## config.mk

```make
export PLATFORM = sky130hd
export DESIGN_NAME = core_pipe_ctrl_flat
export DESIGN_NICKNAME = d
export VERILOG_FILES = /design/src/rtl/core_pipe_ctrl_if.sv /design/src/rtl/core_pipe_ctrl.sv /design/src/flat_wrapper.sv
export SDC_FILE = /design/constraint.sdc
export NUM_CORES = 1
export LEC_CHECK = 0
export ABC_CLOCK_PERIOD_IN_PS = 3630
export CORE_AREA = 2 2 58 60
export CTS_BUF_LIST = sky130_fd_sc_hd__clkbuf_4 sky130_fd_sc_hd__clkbuf_8 sky130_fd_sc_hd__clkbuf_16
export DETAILED_ROUTE_END_ITERATION = 8
export DIE_AREA = 0 0 60 62
export PLACE_DENSITY_LB_ADDON = 0.05
export SYNTH_ARGS = -nofsm -noshare
export SYNTH_HDL_FRONTEND = slang
export SYNTH_SLANG_ARGS = --single-unit
```

## constraint.sdc

```tcl
create_clock -name clk -period 3.63 [get_ports clk]
set_input_delay 0.363 -clock clk [delete_from_list [all_inputs] [get_ports clk]]
set_output_delay 0.363 -clock clk [all_outputs]
set_load 0.005 [all_outputs]
```

## src/rtl/core_pipe_ctrl_if.sv

```systemverilog
// Handshake and control bundle between the pipeline datapath and core_pipe_ctrl.
// The master side is the datapath/caches; the slave side is the controller.
interface core_pipe_ctrl_if;
  logic        l1i_ack_in;
  logic        l1d_req_val_in;
  logic        l1d_ack_in;
  logic [4:0]  dec_rs1_in;
  logic [4:0]  dec_rs2_in;
  logic [1:0]  dec_haz_cmd_in;
  logic        exe_val_in;
  logic        exe_load_in;
  logic [4:0]  exe_rd_in;
  logic        exe_redirect_in;

  logic        if_enb_out;
  logic        dec_enb_out;
  logic        exe_enb_out;
  logic        mem_enb_out;
  logic        wb_enb_out;
  logic        dec_kill_out;
  logic        exe_kill_out;
  logic        stall_out;
  logic [2:0]  state_out;
  logic [31:0] stall_cnt_out;
  logic [31:0] flush_cnt_out;

  modport master (
    output l1i_ack_in, l1d_req_val_in, l1d_ack_in, dec_rs1_in, dec_rs2_in,
           dec_haz_cmd_in, exe_val_in, exe_load_in, exe_rd_in, exe_redirect_in,
    input  if_enb_out, dec_enb_out, exe_enb_out, mem_enb_out, wb_enb_out,
           dec_kill_out, exe_kill_out, stall_out, state_out,
           stall_cnt_out, flush_cnt_out
  );

  modport slave (
    input  l1i_ack_in, l1d_req_val_in, l1d_ack_in, dec_rs1_in, dec_rs2_in,
           dec_haz_cmd_in, exe_val_in, exe_load_in, exe_rd_in, exe_redirect_in,
    output if_enb_out, dec_enb_out, exe_enb_out, mem_enb_out, wb_enb_out,
           dec_kill_out, exe_kill_out, stall_out, state_out,
           stall_cnt_out, flush_cnt_out
  );
endinterface

```

## src/rtl/core_pipe_ctrl.sv

```systemverilog
// Five-stage pipeline stall/flush controller: stage enables, bubble kills, FSM state.
// Optional stall/flush performance counters are built when CORE_PIPE_PERF_EN is defined.
module core_pipe_ctrl (
  input  logic             clk,
  input  logic             rst,
  core_pipe_ctrl_if.slave  bus
);

  typedef enum logic [2:0] {
    S_INIT  = 3'd0,
    S_RUN   = 3'd1,
    S_IWAIT = 3'd2,
    S_DWAIT = 3'd3,
    S_FLUSH = 3'd4
  } state_t;

  // Enable vector order: {if, dec, exe, mem, wb}.
  localparam int EN_IF  = 4;
  localparam int EN_DEC = 3;

  state_t     state, state_nxt;
  logic       flush_pend, flush_pend_nxt;
  logic [4:0] en;
  logic       dec_kill, exe_kill, stall;
  logic       dmem_stall, load_use, use_rs1, use_rs2;

  assign dmem_stall = bus.l1d_req_val_in & ~bus.l1d_ack_in;

  // Reserved command 11 reads both sources, same as 10.
  assign use_rs1  = (bus.dec_haz_cmd_in != 2'b00);
  assign use_rs2  = bus.dec_haz_cmd_in[1];
  assign load_use = bus.exe_val_in & bus.exe_load_in & (bus.exe_rd_in != 5'd0) &
                    ((use_rs1 & (bus.exe_rd_in == bus.dec_rs1_in)) |
                     (use_rs2 & (bus.exe_rd_in == bus.dec_rs2_in)));

  // NOTE: sequential state uses non-blocking assignments so every flop samples
  // the pre-edge value; blocking here would create order-dependent simulation.
  always_ff @(posedge clk) begin
    if (rst) begin
      state      <= S_INIT;
      flush_pend <= 1'b0;
    end else begin
      state      <= state_nxt;
      flush_pend <= flush_pend_nxt;
    end
  end

  // NOTE: every output of this block gets a default first, so no path can
  // leave a variable unassigned and infer a latch.
  always_comb begin
    state_nxt      = state;
    flush_pend_nxt = flush_pend;
    en             = 5'b11111;
    dec_kill       = 1'b0;
    exe_kill       = 1'b0;
    stall          = 1'b0;

    if (rst || state == S_INIT) begin
      en             = 5'b00000;
      dec_kill       = 1'b1;
      exe_kill       = 1'b1;
      stall          = 1'b1;
      state_nxt      = S_RUN;
      flush_pend_nxt = 1'b0;
    end else if (dmem_stall) begin
      en        = 5'b00000;
      stall     = 1'b1;
      state_nxt = S_DWAIT;
      // A flush interrupted by a data miss must still run once the miss clears.
      if (state == S_FLUSH) flush_pend_nxt = 1'b1;
    end else if (bus.exe_redirect_in) begin
      dec_kill       = 1'b1;
      exe_kill       = 1'b1;
      state_nxt      = S_FLUSH;
      flush_pend_nxt = 1'b0;
    end else if (state == S_FLUSH) begin
      dec_kill  = 1'b1;
      state_nxt = S_RUN;
    end else if (load_use) begin
      en[EN_IF]  = 1'b0;
      en[EN_DEC] = 1'b0;
      exe_kill   = 1'b1;
      stall      = 1'b1;
      state_nxt  = S_RUN;
    end else if (!bus.l1i_ack_in) begin
      en[EN_IF] = 1'b0;
      dec_kill  = 1'b1;
      stall     = 1'b1;
      state_nxt = S_IWAIT;
    end else begin
      state_nxt = S_RUN;
    end

    if (!rst && state == S_DWAIT && !dmem_stall && flush_pend) begin
      state_nxt      = S_FLUSH;
      flush_pend_nxt = 1'b0;
    end
  end

  assign bus.if_enb_out   = en[4];
  assign bus.dec_enb_out  = en[3];
  assign bus.exe_enb_out  = en[2];
  assign bus.mem_enb_out  = en[1];
  assign bus.wb_enb_out   = en[0];
  assign bus.dec_kill_out = dec_kill;
  assign bus.exe_kill_out = exe_kill;
  assign bus.stall_out    = stall;
  assign bus.state_out    = rst ? S_INIT : state;

`ifdef CORE_PIPE_PERF_EN
  logic [31:0] stall_cnt, flush_cnt;
  logic        redirect_acc;

  assign redirect_acc = !rst && state != S_INIT && !dmem_stall && bus.exe_redirect_in;

  // NOTE: only control state gets a reset; counters here are true state and
  // must clear, but pure datapath registers elsewhere would not need one.
  always_ff @(posedge clk) begin
    if (rst) begin
      stall_cnt <= '0;
      flush_cnt <= '0;
    end else begin
      if (stall && state != S_INIT && stall_cnt != 32'hFFFF_FFFF)
        stall_cnt <= stall_cnt + 32'd1;
      if (redirect_acc && flush_cnt != 32'hFFFF_FFFF)
        flush_cnt <= flush_cnt + 32'd1;
    end
  end

  assign bus.stall_cnt_out = rst ? 32'd0 : stall_cnt;
  assign bus.flush_cnt_out = rst ? 32'd0 : flush_cnt;
`else
  assign bus.stall_cnt_out = 32'd0;
  assign bus.flush_cnt_out = 32'd0;
`endif

endmodule

```

## src/flat_wrapper.sv

```systemverilog
// flat-port wrapper written by rule: the top's interface ports become plain ports
module core_pipe_ctrl_flat 
  (clk, rst, bus_l1i_ack_in, bus_l1d_req_val_in, bus_l1d_ack_in, bus_dec_rs1_in, bus_dec_rs2_in, bus_dec_haz_cmd_in, bus_exe_val_in, bus_exe_load_in, bus_exe_rd_in, bus_exe_redirect_in, bus_if_enb_out, bus_dec_enb_out, bus_exe_enb_out, bus_mem_enb_out, bus_wb_enb_out, bus_dec_kill_out, bus_exe_kill_out, bus_stall_out, bus_state_out, bus_stall_cnt_out, bus_flush_cnt_out);
  core_pipe_ctrl_if bus_i ();
  input  logic clk;
  input  logic rst;
  input wire logic [$bits(bus_i.l1i_ack_in)-1:0] bus_l1i_ack_in;
  input wire logic [$bits(bus_i.l1d_req_val_in)-1:0] bus_l1d_req_val_in;
  input wire logic [$bits(bus_i.l1d_ack_in)-1:0] bus_l1d_ack_in;
  input wire logic [$bits(bus_i.dec_rs1_in)-1:0] bus_dec_rs1_in;
  input wire logic [$bits(bus_i.dec_rs2_in)-1:0] bus_dec_rs2_in;
  input wire logic [$bits(bus_i.dec_haz_cmd_in)-1:0] bus_dec_haz_cmd_in;
  input wire logic [$bits(bus_i.exe_val_in)-1:0] bus_exe_val_in;
  input wire logic [$bits(bus_i.exe_load_in)-1:0] bus_exe_load_in;
  input wire logic [$bits(bus_i.exe_rd_in)-1:0] bus_exe_rd_in;
  input wire logic [$bits(bus_i.exe_redirect_in)-1:0] bus_exe_redirect_in;
  output wire logic [$bits(bus_i.if_enb_out)-1:0] bus_if_enb_out;
  output wire logic [$bits(bus_i.dec_enb_out)-1:0] bus_dec_enb_out;
  output wire logic [$bits(bus_i.exe_enb_out)-1:0] bus_exe_enb_out;
  output wire logic [$bits(bus_i.mem_enb_out)-1:0] bus_mem_enb_out;
  output wire logic [$bits(bus_i.wb_enb_out)-1:0] bus_wb_enb_out;
  output wire logic [$bits(bus_i.dec_kill_out)-1:0] bus_dec_kill_out;
  output wire logic [$bits(bus_i.exe_kill_out)-1:0] bus_exe_kill_out;
  output wire logic [$bits(bus_i.stall_out)-1:0] bus_stall_out;
  output wire logic [$bits(bus_i.state_out)-1:0] bus_state_out;
  output wire logic [$bits(bus_i.stall_cnt_out)-1:0] bus_stall_cnt_out;
  output wire logic [$bits(bus_i.flush_cnt_out)-1:0] bus_flush_cnt_out;
  assign bus_i.l1i_ack_in = bus_l1i_ack_in;
  assign bus_i.l1d_req_val_in = bus_l1d_req_val_in;
  assign bus_i.l1d_ack_in = bus_l1d_ack_in;
  assign bus_i.dec_rs1_in = bus_dec_rs1_in;
  assign bus_i.dec_rs2_in = bus_dec_rs2_in;
  assign bus_i.dec_haz_cmd_in = bus_dec_haz_cmd_in;
  assign bus_i.exe_val_in = bus_exe_val_in;
  assign bus_i.exe_load_in = bus_exe_load_in;
  assign bus_i.exe_rd_in = bus_exe_rd_in;
  assign bus_i.exe_redirect_in = bus_exe_redirect_in;
  assign bus_if_enb_out = bus_i.if_enb_out;
  assign bus_dec_enb_out = bus_i.dec_enb_out;
  assign bus_exe_enb_out = bus_i.exe_enb_out;
  assign bus_mem_enb_out = bus_i.mem_enb_out;
  assign bus_wb_enb_out = bus_i.wb_enb_out;
  assign bus_dec_kill_out = bus_i.dec_kill_out;
  assign bus_exe_kill_out = bus_i.exe_kill_out;
  assign bus_stall_out = bus_i.stall_out;
  assign bus_state_out = bus_i.state_out;
  assign bus_stall_cnt_out = bus_i.stall_cnt_out;
  assign bus_flush_cnt_out = bus_i.flush_cnt_out;
  core_pipe_ctrl u_core (.clk(clk), .rst(rst), .bus(bus_i));
endmodule
```

### Word level (Yosys, flattened, before mapping)

Cells that the tools add are included.

| cells by class | value |
|---|---|
| equal/unequal tests | 5 |
| mux-type cells | 35 |
| bitwise logic cells | 8 |
| reduce and logical (&&, ||, !) cells | 13 |

Operators by type and width:

| cell | count |
|---|---|
| $mux 3 | 8 |
| $mux 1 | 22 |
| $eq 5x5->1 | 2 |
| $mux 2 | 4 |
| $and 1x1->1 | 6 |
| $mux 5 | 1 |
| $reduce_bool 5->1 | 1 |
| $reduce_bool 2->1 | 2 |
| $eq 3x2->1 const B | 1 |
| $eq 3x3->1 const B | 1 |
| $logic_and 1x1->1 | 3 |
| $logic_not 3->1 | 1 |
| $reduce_or 3->1 | 1 |
| $logic_not 1->1 | 2 |
| $ne 2x2->1 const B | 1 |
| $reduce_and 2->1 | 1 |
| $reduce_or 2->1 | 1 |
| $logic_or 1x1->1 | 1 |
| $not 1->1 | 1 |
| $or 1x1->1 | 1 |

| storage, ports and cells | value |
|---|---|
| bits in registers | 4 |
| output and inout bits | 75 |

### Depth between registers and ports, before layout

| logic depth | value |
|---|---|
| depth after elaboration | 10 |
| depth in mapped cells | 5 |
| depth with buffers taken out | 5 |

### Least setup slack after synthesis

OpenSTA, ideal clock, no wires.

| timing path | value |
|---|---|
| path kind | input port to output port |
| start | input port bus_exe_rd_in[1] |
| end | output port bus_stall_out |
| arrival time | 1.560 ns |
| data required time | 3.267 ns |
| setup slack | 1.707 ns |
| cell stages on the path | 5 |
| cells stage by stage | or4_1 > o211ai_2 > inv_2 > and2_4 > a211o_1 |

| on the way | value |
|---|---|
| word-level cells in the longest chain between the ends | 9 |
| elaborated cells between the ends (all ways) | 13 |

Ends and longest elaborated chain:

| item | RTL line | RTL |
|---|---|---|
| from (decl) | flat_wrapper.sv:15 | `input wire logic [$bits(bus_i.exe_rd_in)-1:0] bus_exe_rd_in;` |
| $eq 5x5->1 (on tied branches) | core_pipe_ctrl.sv:33, core_pipe_ctrl.sv:34 |  |
| $and 1x1->1 (on tied branches) | core_pipe_ctrl.sv:33, core_pipe_ctrl.sv:34 |  |
| $or 1x1->1 | core_pipe_ctrl.sv:33 | `((use_rs1 & (bus.exe_rd_in == bus.dec_rs1_in)) \|` |
| $and 1x1->1 (*) | core_pipe_ctrl.sv:32 | `assign load_use = bus.exe_val_in & bus.exe_load_in & (bus.exe_rd_in != 5'd0) &` |
| $mux 1 (*) | core_pipe_ctrl.sv:79 | `end else if (load_use) begin` |
| $mux 1 (*) | core_pipe_ctrl.sv:76 | `end else if (state == S_FLUSH) begin` |
| $mux 1 (*) | core_pipe_ctrl.sv:71 | `end else if (bus.exe_redirect_in) begin` |
| $mux 1 (*) | core_pipe_ctrl.sv:65 | `end else if (dmem_stall) begin` |
| $mux 1 (*) | core_pipe_ctrl.sv:58 | `if (rst \|\| state == S_INIT) begin` |
| to (decl) | flat_wrapper.sv:24 | `output wire logic [$bits(bus_i.stall_out)-1:0] bus_stall_out;` |

Every way passes the cells marked *; elsewhere a longest branch is shown, timed or not.

### Worst setup path after layout

| timing path | value |
|---|---|
| start | input port bus_exe_rd_in[1] |
| end | output port bus_if_enb_out |

| on the way | value |
|---|---|
| word-level cells in the longest chain between the ends | 9 |
| elaborated cells between the ends (all ways) | 13 |

Ends and longest elaborated chain:

| item | RTL line | RTL |
|---|---|---|
| $eq 5x5->1 (on tied branches) | core_pipe_ctrl.sv:33, core_pipe_ctrl.sv:34 |  |
| $and 1x1->1 (on tied branches) | core_pipe_ctrl.sv:33, core_pipe_ctrl.sv:34 |  |
| $or 1x1->1 | core_pipe_ctrl.sv:33 |  |
| $and 1x1->1 (*) | core_pipe_ctrl.sv:32 |  |
| $mux 1 (*) | core_pipe_ctrl.sv:79 |  |
| $mux 2 (*) | core_pipe_ctrl.sv:76 |  |
| $mux 2 (*) | core_pipe_ctrl.sv:71 |  |
| $mux 2 (*) | core_pipe_ctrl.sv:65 |  |
| $mux 5 (*) | core_pipe_ctrl.sv:58 |  |
| to (decl) | flat_wrapper.sv:17 | `output wire logic [$bits(bus_i.if_enb_out)-1:0] bus_if_enb_out;` |

Marked as above.

==> metrics <==
outcome finished clean; final core utilization 0.349; f_max around 340 MHz; multi-input gate area in the final layout 586 sq um; Reg-to-Reg Start u_core.state[1]$_SDFF_PP0_; Worst IR Drop VDD 0.0814 mV; Post-CTS Hold Fix Bufs 0; clock root buffer clkbuf_4; GP Congestion 0.731; setup violators final 0; I/O Pins 100; H-Tree Depth 1; Fill cells around 340; Crit Path Class input pin to output pin; DR WL/cell 8.00 microns; RSZ-0062 raised after global routing no; WHS Path Cells 2; ys async rst share 0; Post-Syn Area per Cell approximately 7.3 sq um; r2r setup slk between 2 and 2.5 ns; Max Cap Viol 0; CP startpoint bus_exe_rd_in[1]; worst path required time roughly 3.3 ns; Reg clk slew, reported paths roughly 0.040 ns; Final Cycle Share 0.803; antenna violations before repair 0; antenna cells 0; crit-path max FO 3; CTS sink count 4; vias in the first global route ~560; post-route ant nets 0; Post-CTS Setup Repair Bufs 0; synth warn 0; DR DRC count 0; setup TNS 0 ns; Final Max Tran Viols 0; final hold vios 0; area of the core roughly 3200 sq um; WP data arrival around 2.6 ns; Layout Skew between 0.002 and 0.003 ns; post-DR vias/cell approximately 3.5; initial DRC count 7; CP startpoint kind input pin; Syn Inst Count between 100 and 150; Hold Crit Endpoint u_core.flush_pend$_SDFFE_PP0P_; register bit total from synthesis 4; layout cells sized above 1 0.0491; hold_sp u_core.flush_pend$_SDFFE_PP0P_; Pwr Total 209 uW; Reg area 80.1 sq um; CP Capture Type output pin; CTS tree yes; full die area between 3000 and 4000 sq um; Power Density about 190 nW/um^2; Hold Path Class register to register; sequential fraction of the synthesis area 0.0859; P_leak approximately 0.00052 uW; TritonCTS buffer count 3; Yosys cell types 27; TritonRoute pass-1 iters 2; grt total ovfl 0; synthesized area a little over 900 sq um; global-route usage over all layers 0.0887; Routed Wire Length between 1500 and 2000 microns; min cycle time layout a little under 3 ns; area grow syn2layout 19.2%; Rows 21; final net count between 150 and 200; dpl hpwl ~1500 microns; RR Endpoint u_core.state[0]$_SDFF_PP0_; first-pass GRT wire length around 2500 microns; Initial Utilization 0.293; clk_lat worst skew roughly 0.24 ns; number of enable flip-flop cells after synthesis 0; Reg2Reg Depth 4; Vias between 700 and 800; CTS max path bufs 2; cts repair resizes 0; Fin Hold WS between 0.4 and 0.5 ns; largest net degree at the start of global routing 8; die height between 60 and 70 microns; Chip Width ~60 microns; I/O Buffers 35; predominant post-synthesis flop cell dfxtp_1
area by class of cell:
type / count / share of cell area
clock buffer: 3 / 0.0203
tap: 46 / 0.0518
inverter: 2 / 0.00676
sequential: 4 / 0.0721
timing repair buffer: 36 / 0.322
multi-input combinational: 118 / 0.527
sequential cells by signal (all words and copies together) (netlist names):
| signal | count |
|---|---|
| u_core.flush_pend | 1 |
| u_core.state | 3 |
cell usage after synthesis (2+ instances only):
cell,number,area [sq um]
nor3_1,3,15.0
nor2b_1,4,25.0
a211o_1,2,17.5
nor2_1,5,18.8
nand3_1,2,10.0
dfxtp_1,4,80.1
buf_4,66,495
xnor2_1,10,87.6
a21oi_1,6,30.0
o21ai_0,4,20.0
nand2_1,5,18.8
how the worst max path moves through the flow:
| stage | cells after the start | to |
|---|---|---|
| after floorplan | 5 | bus_stall_out |
| after detailed placement | 7 | bus_if_enb_out |
| after global placement | 7 | bus_if_enb_out |
| final | 7 | bus_if_enb_out |
| after CTS | 7 | bus_if_enb_out |
| after global routing | 7 | bus_stall_out |
layer usage:
layer	vias up	GRT usage	wire [microns]
met5	-	0	0
met4	0	0.0190	0
met3	0	0.0269	178
met2	52	0.161	842
met1	318	0.102	650
li1	359	-	-
cell usage in the layout, fill, tap and decap left out, drive strengths merged, types with 2 or more instances in the layout:
cell type / instances
dfxtp: 4
clkdlybuf4s50: 35
conb: 64
inv: 2
xnor2: 10
o21ai: 4
nand3: 2
nand2: 5
nor2b: 4
a211o: 2
nor2: 5
a21oi: 6
nor3: 3
clkbuf: 3
where the power goes:
part	switching, uW	total [uW]	internal (uW)
Clock	20.6	57.8	37.2
Combinational	47.1	102	54.9
Sequential	2.59	49.3	46.7
Total	70.3	209	139
metrics by stage:
step	worst slack [ns]	area, sq um	std cells
2_1_floorplan	1.71	1170	190
3_3_place_gp	0.715	1090	206
3_5_place_dp	0.694	1090	206
4_1_cts	0.696	1110	209
5_1_grt	0.607	1110	209
6_report	0.714	1110	209
cells by family after synthesis:
logic type	count (synthesis)	synth area share
AOI/OAI and AO/OA	18	0.126
xor gates and xnor gates	10	0.0940
buffers and inverters	68	0.540
DFF	4	0.0859
other	1	0.00402
and+or+nand+nor	26	0.150
critical path, stage by stage:
cell             delay, ns
clkdlybuf4s50_1       0.47
or4_1                 0.57
o211ai_2              0.19
inv_2                 0.06
and2_4                0.16
a211oi_1              0.21
clkdlybuf4s50_1       0.53
Note: power is estimated with default switching activity, not from simulation.
